--- src/rtl/lsu_pkg.sv ---
// rtl/lsu_pkg.sv - shared funct3 codes, FSM state type and request legality check
package lsu_pkg;

    localparam logic [2:0] F3_B  = 3'b000;
    localparam logic [2:0] F3_H  = 3'b001;
    localparam logic [2:0] F3_W  = 3'b010;
    localparam logic [2:0] F3_BU = 3'b100;
    localparam logic [2:0] F3_HU = 3'b101;

    typedef enum logic [1:0] {IDLE, REQ, WAIT, FAULT} lsu_state_t;

    // Stores only know B/H/W; loads add the unsigned B/H variants.
    function automatic logic req_bad(input logic we, input logic [2:0] f3, input logic [1:0] lo);
        logic illegal;
        logic misaligned;
        illegal    = we ? (f3[2] || f3[1:0] == 2'b11)
                        : (f3[1:0] == 2'b11 || f3 == 3'b110);
        misaligned = (f3[1:0] == 2'b01 && lo[0]) || (f3[1:0] == 2'b10 && lo != 2'b00);
        return illegal || misaligned;
    endfunction

endpackage

--- src/rtl/load_align.sv ---
// rtl/load_align.sv - lane select and sign/zero extension of a loaded word
module load_align
    import lsu_pkg::*;
(
    input  logic [31:0] rdata,
    input  logic [1:0]  addr_lo,
    input  logic [2:0]  funct3,
    output logic [31:0] result
);

    logic [31:0] shifted;

    always_comb begin
        shifted = rdata >> {addr_lo, 3'b000};
        case (funct3)
            F3_B:    result = {{24{shifted[7]}}, shifted[7:0]};
            F3_H:    result = {{16{shifted[15]}}, shifted[15:0]};
            F3_BU:   result = {24'd0, shifted[7:0]};
            F3_HU:   result = {16'd0, shifted[15:0]};
            default: result = rdata;
        endcase
    end

endmodule

--- src/rtl/load_store_unit.sv ---
// rtl/load_store_unit.sv - single-outstanding RV32I load/store stage with fault rejection
module load_store_unit
    import lsu_pkg::*;
(
    input  logic        clk,
    input  logic        rst,
    input  logic        req_valid,
    output logic        req_ready,
    input  logic        req_we,
    input  logic [2:0]  req_funct3,
    input  logic [31:0] req_addr,
    input  logic [31:0] req_wdata,
    input  logic [4:0]  req_rd,
    output logic        mem_req,
    output logic        mem_we,
    output logic [31:0] mem_addr,
    output logic [3:0]  mem_be,
    output logic [31:0] mem_wdata,
    input  logic        mem_gnt,
    input  logic        mem_rvalid,
    input  logic [31:0] mem_rdata,
    output logic        wb_valid,
    output logic [4:0]  wb_rd,
    output logic [31:0] wb_data,
    output logic        fault,
    output logic        busy
);

    lsu_state_t  state_q;
    logic        we_q;
    logic [2:0]  f3_q;
    logic [1:0]  lo_q;
    logic [4:0]  rd_q;
    logic [31:0] addr_q;
    logic [31:0] wdata_q;
    logic [3:0]  be_q;
    logic        wb_valid_q;
    logic [4:0]  wb_rd_q;
    logic [31:0] wb_data_q;

    logic [3:0]  be_d;
    logic [31:0] wdata_d;
    logic [31:0] align_out;

    // Byte enables and lane replication are computed from the live request and captured on accept.
    always_comb begin
        be_d    = 4'b1111;
        wdata_d = req_wdata;
        if (req_we) begin
            case (req_funct3[1:0])
                2'b00: begin
                    be_d    = 4'b0001 << req_addr[1:0];
                    wdata_d = {4{req_wdata[7:0]}};
                end
                2'b01: begin
                    be_d    = req_addr[1] ? 4'b1100 : 4'b0011;
                    wdata_d = {2{req_wdata[15:0]}};
                end
                default: ;
            endcase
        end
    end

    load_align u_load_align (
        .rdata   (mem_rdata),
        .addr_lo (lo_q),
        .funct3  (f3_q),
        .result  (align_out)
    );

    always_ff @(posedge clk or posedge rst) begin
        if (rst) begin
            state_q    <= IDLE;
            we_q       <= 1'b0;
            f3_q       <= 3'd0;
            lo_q       <= 2'd0;
            rd_q       <= 5'd0;
            addr_q     <= 32'd0;
            wdata_q    <= 32'd0;
            be_q       <= 4'd0;
            wb_valid_q <= 1'b0;
            wb_rd_q    <= 5'd0;
            wb_data_q  <= 32'd0;
        end else begin
            wb_valid_q <= 1'b0;
            case (state_q)
                IDLE: if (req_valid) begin
                    we_q    <= req_we;
                    f3_q    <= req_funct3;
                    lo_q    <= req_addr[1:0];
                    rd_q    <= req_rd;
                    addr_q  <= {req_addr[31:2], 2'b00};
                    wdata_q <= wdata_d;
                    be_q    <= be_d;
                    state_q <= req_bad(req_we, req_funct3, req_addr[1:0]) ? FAULT : REQ;
                end
                REQ: if (mem_gnt) state_q <= we_q ? IDLE : WAIT;
                WAIT: if (mem_rvalid) begin
                    wb_valid_q <= 1'b1;
                    wb_rd_q    <= rd_q;
                    wb_data_q  <= align_out;
                    state_q    <= IDLE;
                end
                default: state_q <= IDLE;
            endcase
        end
    end

    assign req_ready = (state_q == IDLE);
    assign busy      = !req_ready;
    assign mem_req   = (state_q == REQ);
    assign fault     = (state_q == FAULT);
    assign mem_we    = we_q;
    assign mem_addr  = addr_q;
    assign mem_be    = be_q;
    assign mem_wdata = wdata_q;
    assign wb_valid  = wb_valid_q;
    assign wb_rd     = wb_rd_q;
    assign wb_data   = wb_data_q;

endmodule

--- config.mk ---
export PLATFORM = sky130hd
export DESIGN_NAME = load_store_unit
export DESIGN_NICKNAME = d
export VERILOG_FILES = /design/src/rtl/lsu_pkg.sv /design/src/rtl/load_align.sv /design/src/rtl/load_store_unit.sv
export SDC_FILE = /design/constraint.sdc
export NUM_CORES = 1
export LEC_CHECK = 0
export BUFFER_PORTS_ARGS = -buffer_cell sky130_fd_sc_hd__buf_2
export CORE_MARGIN = 10
export CORE_UTILIZATION = 43
export DETAILED_ROUTE_END_ITERATION = 16
export PLACE_DENSITY = 0.73
export SLEW_MARGIN = 25
export SYNTH_ARGS = -nofsm -noshare
export SYNTH_HDL_FRONTEND = slang
export SYNTH_SLANG_ARGS = --single-unit
--- constraint.sdc ---
create_clock -name clk -period 4.8 [get_ports clk]
set_input_delay 1.2 -clock clk [delete_from_list [all_inputs] [get_ports clk]]
set_output_delay 1.2 -clock clk [all_outputs]
set_load 0.1 [all_outputs]
Yosys cells after proc, flatten, opt, wreduce, memory -nomap -nowiden
Index checks and enable logic that the tools add are counted.
{ "classes": {"n_reduce_logical": 14, "mux": 15, "shifts": 2, "bitwise": 0, "magnitude_cmp": 0, "div_mod_pow": 0, "multipliers": 0, "n_eq_ne": 13, "add_sub_neg": 0} }
{ "op_table": {"columns": ["op", "count"], "rows": [
  ["one-hot mux 32 bit (4 select lines)", 1],
  ["one-hot mux 32 bit (2 select lines)", 1],
  ["2-to-1 mux 32 bit", 1],
  ["right shift 32 x 5 -> 16 bit", 1],
  ["2-to-1 mux 2 bit", 5],
  ["equality test 3 bit (second input constant)", 3],
  ["equality test 2 bit (second input constant)", 4],
  ["2-to-1 mux 4 bit", 2],
  ["one-hot mux 4 bit (2 select lines)", 1],
  ["one-hot mux 2 bit (3 select lines)", 1],
  ["equality test 2 x 1 -> 1 bit (second input constant)", 2],
  ["logical NOT 2 bit", 2],
  ["logical OR 1 bit", 4],
  ["!= test 2 bit (second input constant)", 2],
  ["AND reduction 2 bit", 2],
  ["<< shifter 1 x 2 -> 4 bit (first input constant)", 1],
  ["equality test 3 x 1 -> 1 bit (second input constant)", 1],
  ["logical NOT 3 bit", 1],
  ["2-to-1 mux 1 bit", 3],
  ["AND reduction 3 bit", 1],
  ["logical AND 1 bit", 2],
  ["!= test 2 x 1 -> 1 bit (second input constant)", 1],
  ["nonzero test 2 bit", 1],
  ["logical NOT 1 bit", 1]
]} }
{ "word_totals": {"mem_count": 0, "regBits": 117, "out_inout_bits": 111, "latch_bits": 0, "mem_bits_rw": 0, "romBits": 0, "elab_cells": 55} }

Logic depth before layout (Yosys ltp)
Gate-level depths: netlist of the first run.
{ "logic_depth": {"ltp_word": 7, "depth_mapped": 6, "ltp_nobuf": 4} }

Modules after synthesis
A second synthesis of the first run with hierarchy kept.
{ "hier_totals": {"cells_unflattened": 567, "area_unflattened_um2": 5411.4} }
{ "modules_own_cells": {"columns": ["mod", "seq_area_each_um2", "cells_each", "n_inst", "area_each_um2"], "rows": [
  ["load_store_unit", 2927.8, 461, 1, 4719.5],
  ["load_align", 0.0, 106, 1, 691.9]
]} }

Worst setup path before layout of the first run
No wires, ideal clock.
{ "synth_path": {"path_kind": "register -> output", "from": "reg state_q[1]", "to": "out busy", "slack_ns": 0.917, "stages_incl_launch_ff": 3, "required_time_ns": 3.600, "t_arrival_ns": 2.683, "cell_sequence": "dfrtp_1 > nor2_1 > inv_1"} }
{ "synth_via": {"elab_chain_len": 2} }
{ "synth_lines": {"columns": ["item", "line_no", "rtl"], "rows": [
  ["start, declared", "load_store_unit.sv:29", "lsu_state_t state_q;"],
  ["start signal, assigned", "load_store_unit.sv:95", "state_q <= req_bad(req_we, req_funct3, req_addr[1:0]) ? FAULT : REQ;"],
  ["start signal, assigned", "load_store_unit.sv:97", "REQ: if (mem_gnt) state_q <= we_q ? IDLE : WAIT;"],
  ["logical NOT 2 bit", "load_store_unit.sv:109", "assign req_ready = (state_q == IDLE);"],
  ["net req_ready", "load_store_unit.sv:8", "output logic req_ready,"],
  ["logical NOT 1 bit", "load_store_unit.sv:110", "assign busy = !req_ready;"],
  ["end, declared", "load_store_unit.sv:26", "output logic busy"]
]} }
The timed path passes the listed nets, and every way through them passes these cells.

Final worst setup path of the first run
{ "layout_path": {"from": "reg state_q[1]", "to": "out req_ready"} }
{ "layout_via": {"elab_chain_len": 1} }
{ "layout_lines": {"columns": ["item", "line_no"], "rows": [
  ["logical NOT 2 bit", "load_store_unit.sv:109"],
  ["end, declared", "load_store_unit.sv:8"]
]} }
Every way passes these cells.

==> summary.md, run 1 <==
| Metric | Value |
|---|---|
| Endpoint of the most critical register-to-register path | wb_data[17]$_DFFE_PP0P_ |
| Setup crit start kind | flop |
| GRT Resource Usage Total | 20.70% |
| Launch instance of the worst register-to-register path | lo_q[1]$_DFFE_PP0P_ |
| Nature of the critical path endpoint | primary output |
| Average size of a mapped cell | ~9 µm² |
| Routed length per instance | about 18 µm |
| Start point of the worst min-delay path | rd_q[2]$_DFFE_PP0P_ |
| Mean number of vias per cell | 5.345 |
| Ys Warns | 0 |
| Max Slew Vio Count | 0 |
| Shortest period the worst path allows | just under 3000 ps |
| Fin. Hold Viols | 0 |
| Worst Reg-to-Reg Cells | 4 |
| Worst-path cell with the longest stage delay | sky130_fd_sc_hd__buf_2 |
| Clock latency reported for the late side of the worst-skew pair | 410 ps |
| Vias in the first global route | 5160 |
| Rows | 40 |
| Violation count after the first detailed-routing iteration | 410 |
| Commonest non-fill, non-tap cells in the layout | sky130_fd_sc_hd__nand2_1, sky130_fd_sc_hd__buf_2, sky130_fd_sc_hd__dfrtp_1 |
| Max Cap Violations | 0 |
| Syn Inst Count | 600 |
| Layout filler cell count | roughly 1100 |
| Multi-input logic area | between 2000 and 2500 µm² |
| Antenna diode instance count | 0 |
| TritonCTS clock tree | done |
| Number of stages on the worst hold path | 2 |
| Buffers on Ports | approximately 220 |
| Layout area overhead | 32.92% |
| Clock tree sinks | roughly 120 |
| Fin Clk Skew | about 7.1 ps |
| Final weighted congestion of routability-driven global placement | between 0.9 and 1 |
| Clock transition at path regs | 50 ps |
| Count of pins on the block boundary | about 220 |
| Worst-case clock buffer depth | 2 |
| Sequential area share after synthesis | between 50% and 60% |
| Total via count in the routed design | between 5000 and 6000 |
| Run status | complete, no violations |
| Critical Path AT | 1710 ps |
| Number of buffers added by the clock tree synthesis step | 17 |
| Largest net degree at the start of global routing | just over 70 |
| Final ANT Viol Nets | 0 |
| Register-to-register setup slack | approximately 2600 ps |
| Hpwl dp | approximately 13000 µm |
| Post-route clock period utilization | 60.70% |
| Crit Path Max Fanout | 5 |
| Initial antenna violation count | 1 |
| CTS HTree Levels | 4 |
| Buffers inserted during post-CTS setup optimization | 0 |
| Most common cell after layout, fill and taps aside | sky130_fd_sc_hd__nand2_1 |
| Die W | about 130 µm |
| Max Fclk | 0.3432 GHz |
| Aggregate routed wire length | roughly 18000 µm |
| List of cells traversed by the critical path | nor2_1, buf_2 |
| Number of nets in the final layout | roughly 910 |
| Effective utilization at floorplan | 43.79% |
| Worst hold-check path type | reg2reg |
| Flop and latch count out of synthesis | between 100 and 150 |
| Required @ worst endpoint | about 3600 ps |
| # hold bufs at CTS | 0 |
| Delay of the slowest critical-path stage | slightly above 500 ps |
| Fraction of final layout cells sized beyond drive strength 1 | roughly 32% |
| Count of instances resized after the clock tree is built | 0 |
| Core Box Area | between 10000 and 15000 µm² |
| Final-report setup violation count | 0 |
| Crit Path Category | reg2out |
| Wire length of the first global-routing pass | 27280 µm |
| Setup TNS after final layout | 0 ps |
| Unique masters post-synth | 35 |
| Unrepaired setup endpoints after global routing | false |
| Remaining design rule violation count | 0 |
| FF/Latch Area | approximately 2900 µm² |
| CTS Root Buffer Type | sky130_fd_sc_hd__clkbuf_16 |
| Combined area of all synthesized cells | around 5300 µm² |
| Worst min-delay path endpoint | wb_rd[2]$_DFFE_PP0P_ |
| Die Y | 130.6 µm |
| First-pass iteration count of the detailed router | 6 |
| Total overflow reported by the global router | 0 |
| Worst-margin pin slew | 773.9 ps |
| Relative slew margins | between 40% and 50% |
| Die Area | between 15000 and 20000 µm² |
## flip-flops by register name, summed over array words and instances, names as in the netlist
register and cells:
f3_q 3, lo_q 2, mem_addr 30, mem_be 4, mem_wdata 32, mem_we 1
rd_q 5, state_q 2, wb_data 32, wb_rd 5, wb_valid 1
## cells in the mapped netlist (all sizes together)
cell      n  area, µm²
mux2i     9      90.09
nand3b    2      15.01
clkbuf   27      101.4
nand3    32      160.2
nand2   228      855.8
mux2      3      37.53
and2b     1      7.510
a32oi     1      8.760
a221oi    2      23.77
a21oi    13      65.06
o41ai     1      8.760
a211oi    8      60.06
o31ai    16      120.1
nand2b    9      56.30
o211ai    8      73.82
o21ai    22      110.1
a221o     7      70.07
and3      7      43.79
nor2b     5      31.28
nor3      2      15.01
buf      15      80.07
nor2     35      131.4
a31oi    12      75.07
conb      1      3.750
inv       8      30.03
nor3b     1      7.510
dfrtp   117       2928
and2      8      50.05
## cells by family (layout without fill, tap and decap cells)
| logic type | after synthesis | in the layout | share of synthesized area, % |
|---|---|---|---|
| other | 1 | 2 | 0.07129 |
| AOI/OAI and AO/OA | 90 | 90 | 11.70 |
| and+or+nand+nor | 330 | 330 | 26.12 |
| DFF | 117 | 117 | 55.66 |
| muxes | 12 | 12 | 2.426 |
| buffers and inverters | 50 | 259 | 4.020 |
## per-stage QoR
stage | worst slack (ps) | util (%) | std cells | hold WS [ps] | cell area [µm²]
CTS | 1865 | 58.17 | 957 | 472.1 | 6987
global placement | 1654 | 53.31 | 929 | 453.2 | 6404
floorplan | 499.2 | - | 601 | 438.6 | 5264
detailed placement | 1608 | 53.32 | 929 | 458.5 | 6405
finish | 1886 | 58.21 | 957 | 466.9 | 6992
global route | 1838 | 58.21 | 957 | 488.8 | 6992
## critical path: cells and delay by family, from the launching register on
family | cells | cell delay, ps
buffers and inverters | 1 | 510
DFF | 1 | 430
and+or+nand+nor | 1 | 360
## layout make-up
type / instances / share of cell area [%]
timing repair buffer: 223 / 16.14
tap: 147 / 2.631
clock buffer: 24 / 7.319
multi-input combinational: 434 / 30.57
clock inverter: 4 / 1.002
inverter: 8 / 0.4653
sequential: 117 / 41.88
## layer usage
layer	wire length, µm	GRT usage, %
met5	8	0
met4	489	8.568
met3	2047	9.186
met2	8225	32.26
met1	6825	24.47
## how the worst max path moves through the flow
stage	startpoint	cells after the start	to	slack, ps
after floorplan	rst	1	f3_q[0]$_DFFE_PP0P_	500
after global placement	mem_rvalid	6	wb_data[10]$_DFFE_PP0P_	1650
after detailed placement	mem_rvalid	6	wb_data[15]$_DFFE_PP0P_	1610
after CTS	state_q[1]$_DFFE_PP0P_	2	req_ready	1860
after global routing	state_q[1]$_DFFE_PP0P_	2	req_ready	1840
final	state_q[1]$_DFFE_PP0P_	2	req_ready	1890
Power of run 1 is left out: the tool's default activity adds up to more than one toggle a clock period on the data nets, which glitch-free logic cannot reach.
==> run 2, diff against run 1 <==
Settings changed: PLACE_DENSITY 0.73 to 0.76.
Clock period 4.8 ns to 2.5 ns, I/O delays scaled along.
==> summary.md, run 2 (same netlist as run 1, synthesis figures left out) <==
| Metric | Value |
|---|---|
| Max Cap Violations | 0 (unchanged) |
| Required @ worst endpoint | 1880 ps (-1720 ps) |
| Number of nets in the final layout | 919 (+0.88%) |
| Fin. Hold Viols | 0 (unchanged) |
| Initial antenna violation count | 0 (-1) |
| Clock tree sinks | 117 (unchanged) |
| TritonCTS clock tree | done |
| Total overflow reported by the global router | 0 (unchanged) |
| Count of instances resized after the clock tree is built | 0 (unchanged) |
| Hpwl dp | 12640 µm (-1.7%) |
| Setup crit start kind | flop |
| Routed length per instance | 17.65 µm (-4.0%) |
| Number of placed instances, taps included | 937 (+0.86%) |
| Most common cell after layout, fill and taps aside | sky130_fd_sc_hd__nand2_1 |
| Wire length of the first global-routing pass | 26790 µm (-1.8%) |
| Mean number of vias per cell | 5.151 (-3.6%) |
| Worst-margin pin slew | 636.2 ps (-137.8 ps) |
| Nature of the critical path endpoint | primary output |
| Final weighted congestion of routability-driven global placement | 0.8453 (-6.9%) |
| Crit Path Max Fanout | 5 (unchanged) |
| Remaining design rule violation count | 0 (unchanged) |
| Layout area overhead | 35.01% |
| Number of buffers added by the clock tree synthesis step | 17 (unchanged) |
| Shortest period the worst path allows | 2257 ps |
| Final ANT Viol Nets | 0 (unchanged) |
| Clock transition at path regs | 50 ps (about the same) |
| # hold bufs at CTS | 0 (unchanged) |
| CTS Root Buffer Type | sky130_fd_sc_hd__clkbuf_16 |
| Vias in the first global route | 5169 (+0.17%) |
| Aggregate routed wire length | 17120 µm (-2.7%) |
| Die Y | 130.6 µm (unchanged) |
| Worst Hold Slack | 386.2 ps (-80.75 ps) |
| Buffers inserted during post-CTS setup optimization | 0 (unchanged) |
| Die Area | 17060 µm² (unchanged) |
| Post-route clock period utilization | about nine tenths |
| Clock latency reported for the late side of the worst-skew pair | 410 ps (about the same) |
| Count of non-filler cells in the finished layout | 970 (+1.4%) |
| Die W | 130.6 µm (unchanged) |
| Register-to-register setup slack | 750 ps (-1820 ps) |
| Worst hold-check path type | in2async |
| GRT Resource Usage Total | 20.18% (-0.52 points) |
| Commonest non-fill, non-tap cells in the layout | sky130_fd_sc_hd__nand2_1, sky130_fd_sc_hd__buf_2, sky130_fd_sc_hd__dfrtp_1 |
| Fraction of final layout cells sized beyond drive strength 1 | 32.97% (+0.75 points) |
| Core Box Area | 12010 µm² (unchanged) |
| Buffers on Ports | 218 (unchanged) |
| CTS HTree Levels | 4 (unchanged) |
| Total via count in the routed design | 4996 (-2.3%) |
| Setup TNS after final layout | 0 ps (unchanged) |
| Max Slew Vio Count | 0 (unchanged) |
| Fin Clk Skew | 8.805 ps (+1.656 ps) |
| First-pass iteration count of the detailed router | 4 (-2) |
| Effective utilization at floorplan | 43.79% (unchanged) |
| Crit Path Category | reg2out |
| Critical Path AT | 1630 ps (-80 ps) |
| Violation count after the first detailed-routing iteration | 378 (-7.8%) |
| Worst Reg-to-Reg Cells | 4 (unchanged) |
| Run status | complete, no violations |
| Largest net degree at the start of global routing | 118 (+64%) |
| Endpoint of the most critical register-to-register path | wb_data[20]$_DFFE_PP0P_ |
| Unrepaired setup endpoints after global routing | false |
| Count of pins on the block boundary | 221 (unchanged) |
| Max Fclk | roughly 0.44 GHz |
| Rows | 40 (unchanged) |
| Launch instance of the worst register-to-register path | lo_q[1]$_DFFE_PP0P_ |
| Relative slew margins | 57.59% (+9.2 points) |
| Final-report setup violation count | 0 (unchanged) |
| Worst-case clock buffer depth | 2 (unchanged) |
-- run 2: layer usage --
| metal | GRT usage (%) | up-vias | part of all wire (%) |
|---|---|---|---|
| met5 | 0 | - | 0 |
| met4 | 7.194 | 0 | 1.6 |
| met3 | 9.428 | 26 | 11 |
| met2 | 32.02 | 207 | 47 |
| met1 | 23.52 | 2362 | 40 |
| li1 | - | 2401 | - |
-- run 2: worst max-delay path by stage --
stage	start	to
after floorplan	state_q[1]$_DFFE_PP0P_	busy
after global placement	mem_rdata[23]	wb_data[20]$_DFFE_PP0P_
after detailed placement	mem_rdata[23]	wb_data[19]$_DFFE_PP0P_
after CTS	state_q[1]$_DFFE_PP0P_	mem_req
after global routing	state_q[1]$_DFFE_PP0P_	mem_req
final	state_q[1]$_DFFE_PP0P_	mem_req
-- run 2: cell type report --
class	instances	area, µm²
Antenna cell	1	2.502
Sequential cell	117	2928
Inverter	8	33.78
Clock buffer	24	491.7
Clock inverter	8	97.59
Fill cell	1099	4910
Tap cell	147	183.9
Multi-Input combinational cell	434	2138
Timing Repair Buffer	231	1226
-- run 2: worst max-delay path, stage by stage, from the launching register on --
cell,delay [ps]
sky130_fd_sc_hd__dfrtp_1,450
sky130_fd_sc_hd__nand2b_1,200
sky130_fd_sc_hd__inv_1,120
sky130_fd_sc_hd__buf_2,450
-- run 2: per-stage QoR --
step	instance area [µm²]	worst slack, ps	util, %
finish	7102	243.4	59.13
global route	7099	181.4	59.10
CTS	7099	240.5	59.10
detailed placement	6510	461.0	54.20
global placement	6510	500.6	54.20
floorplan	5275	343.0	-
Power of run 2 is left out for the same reason.
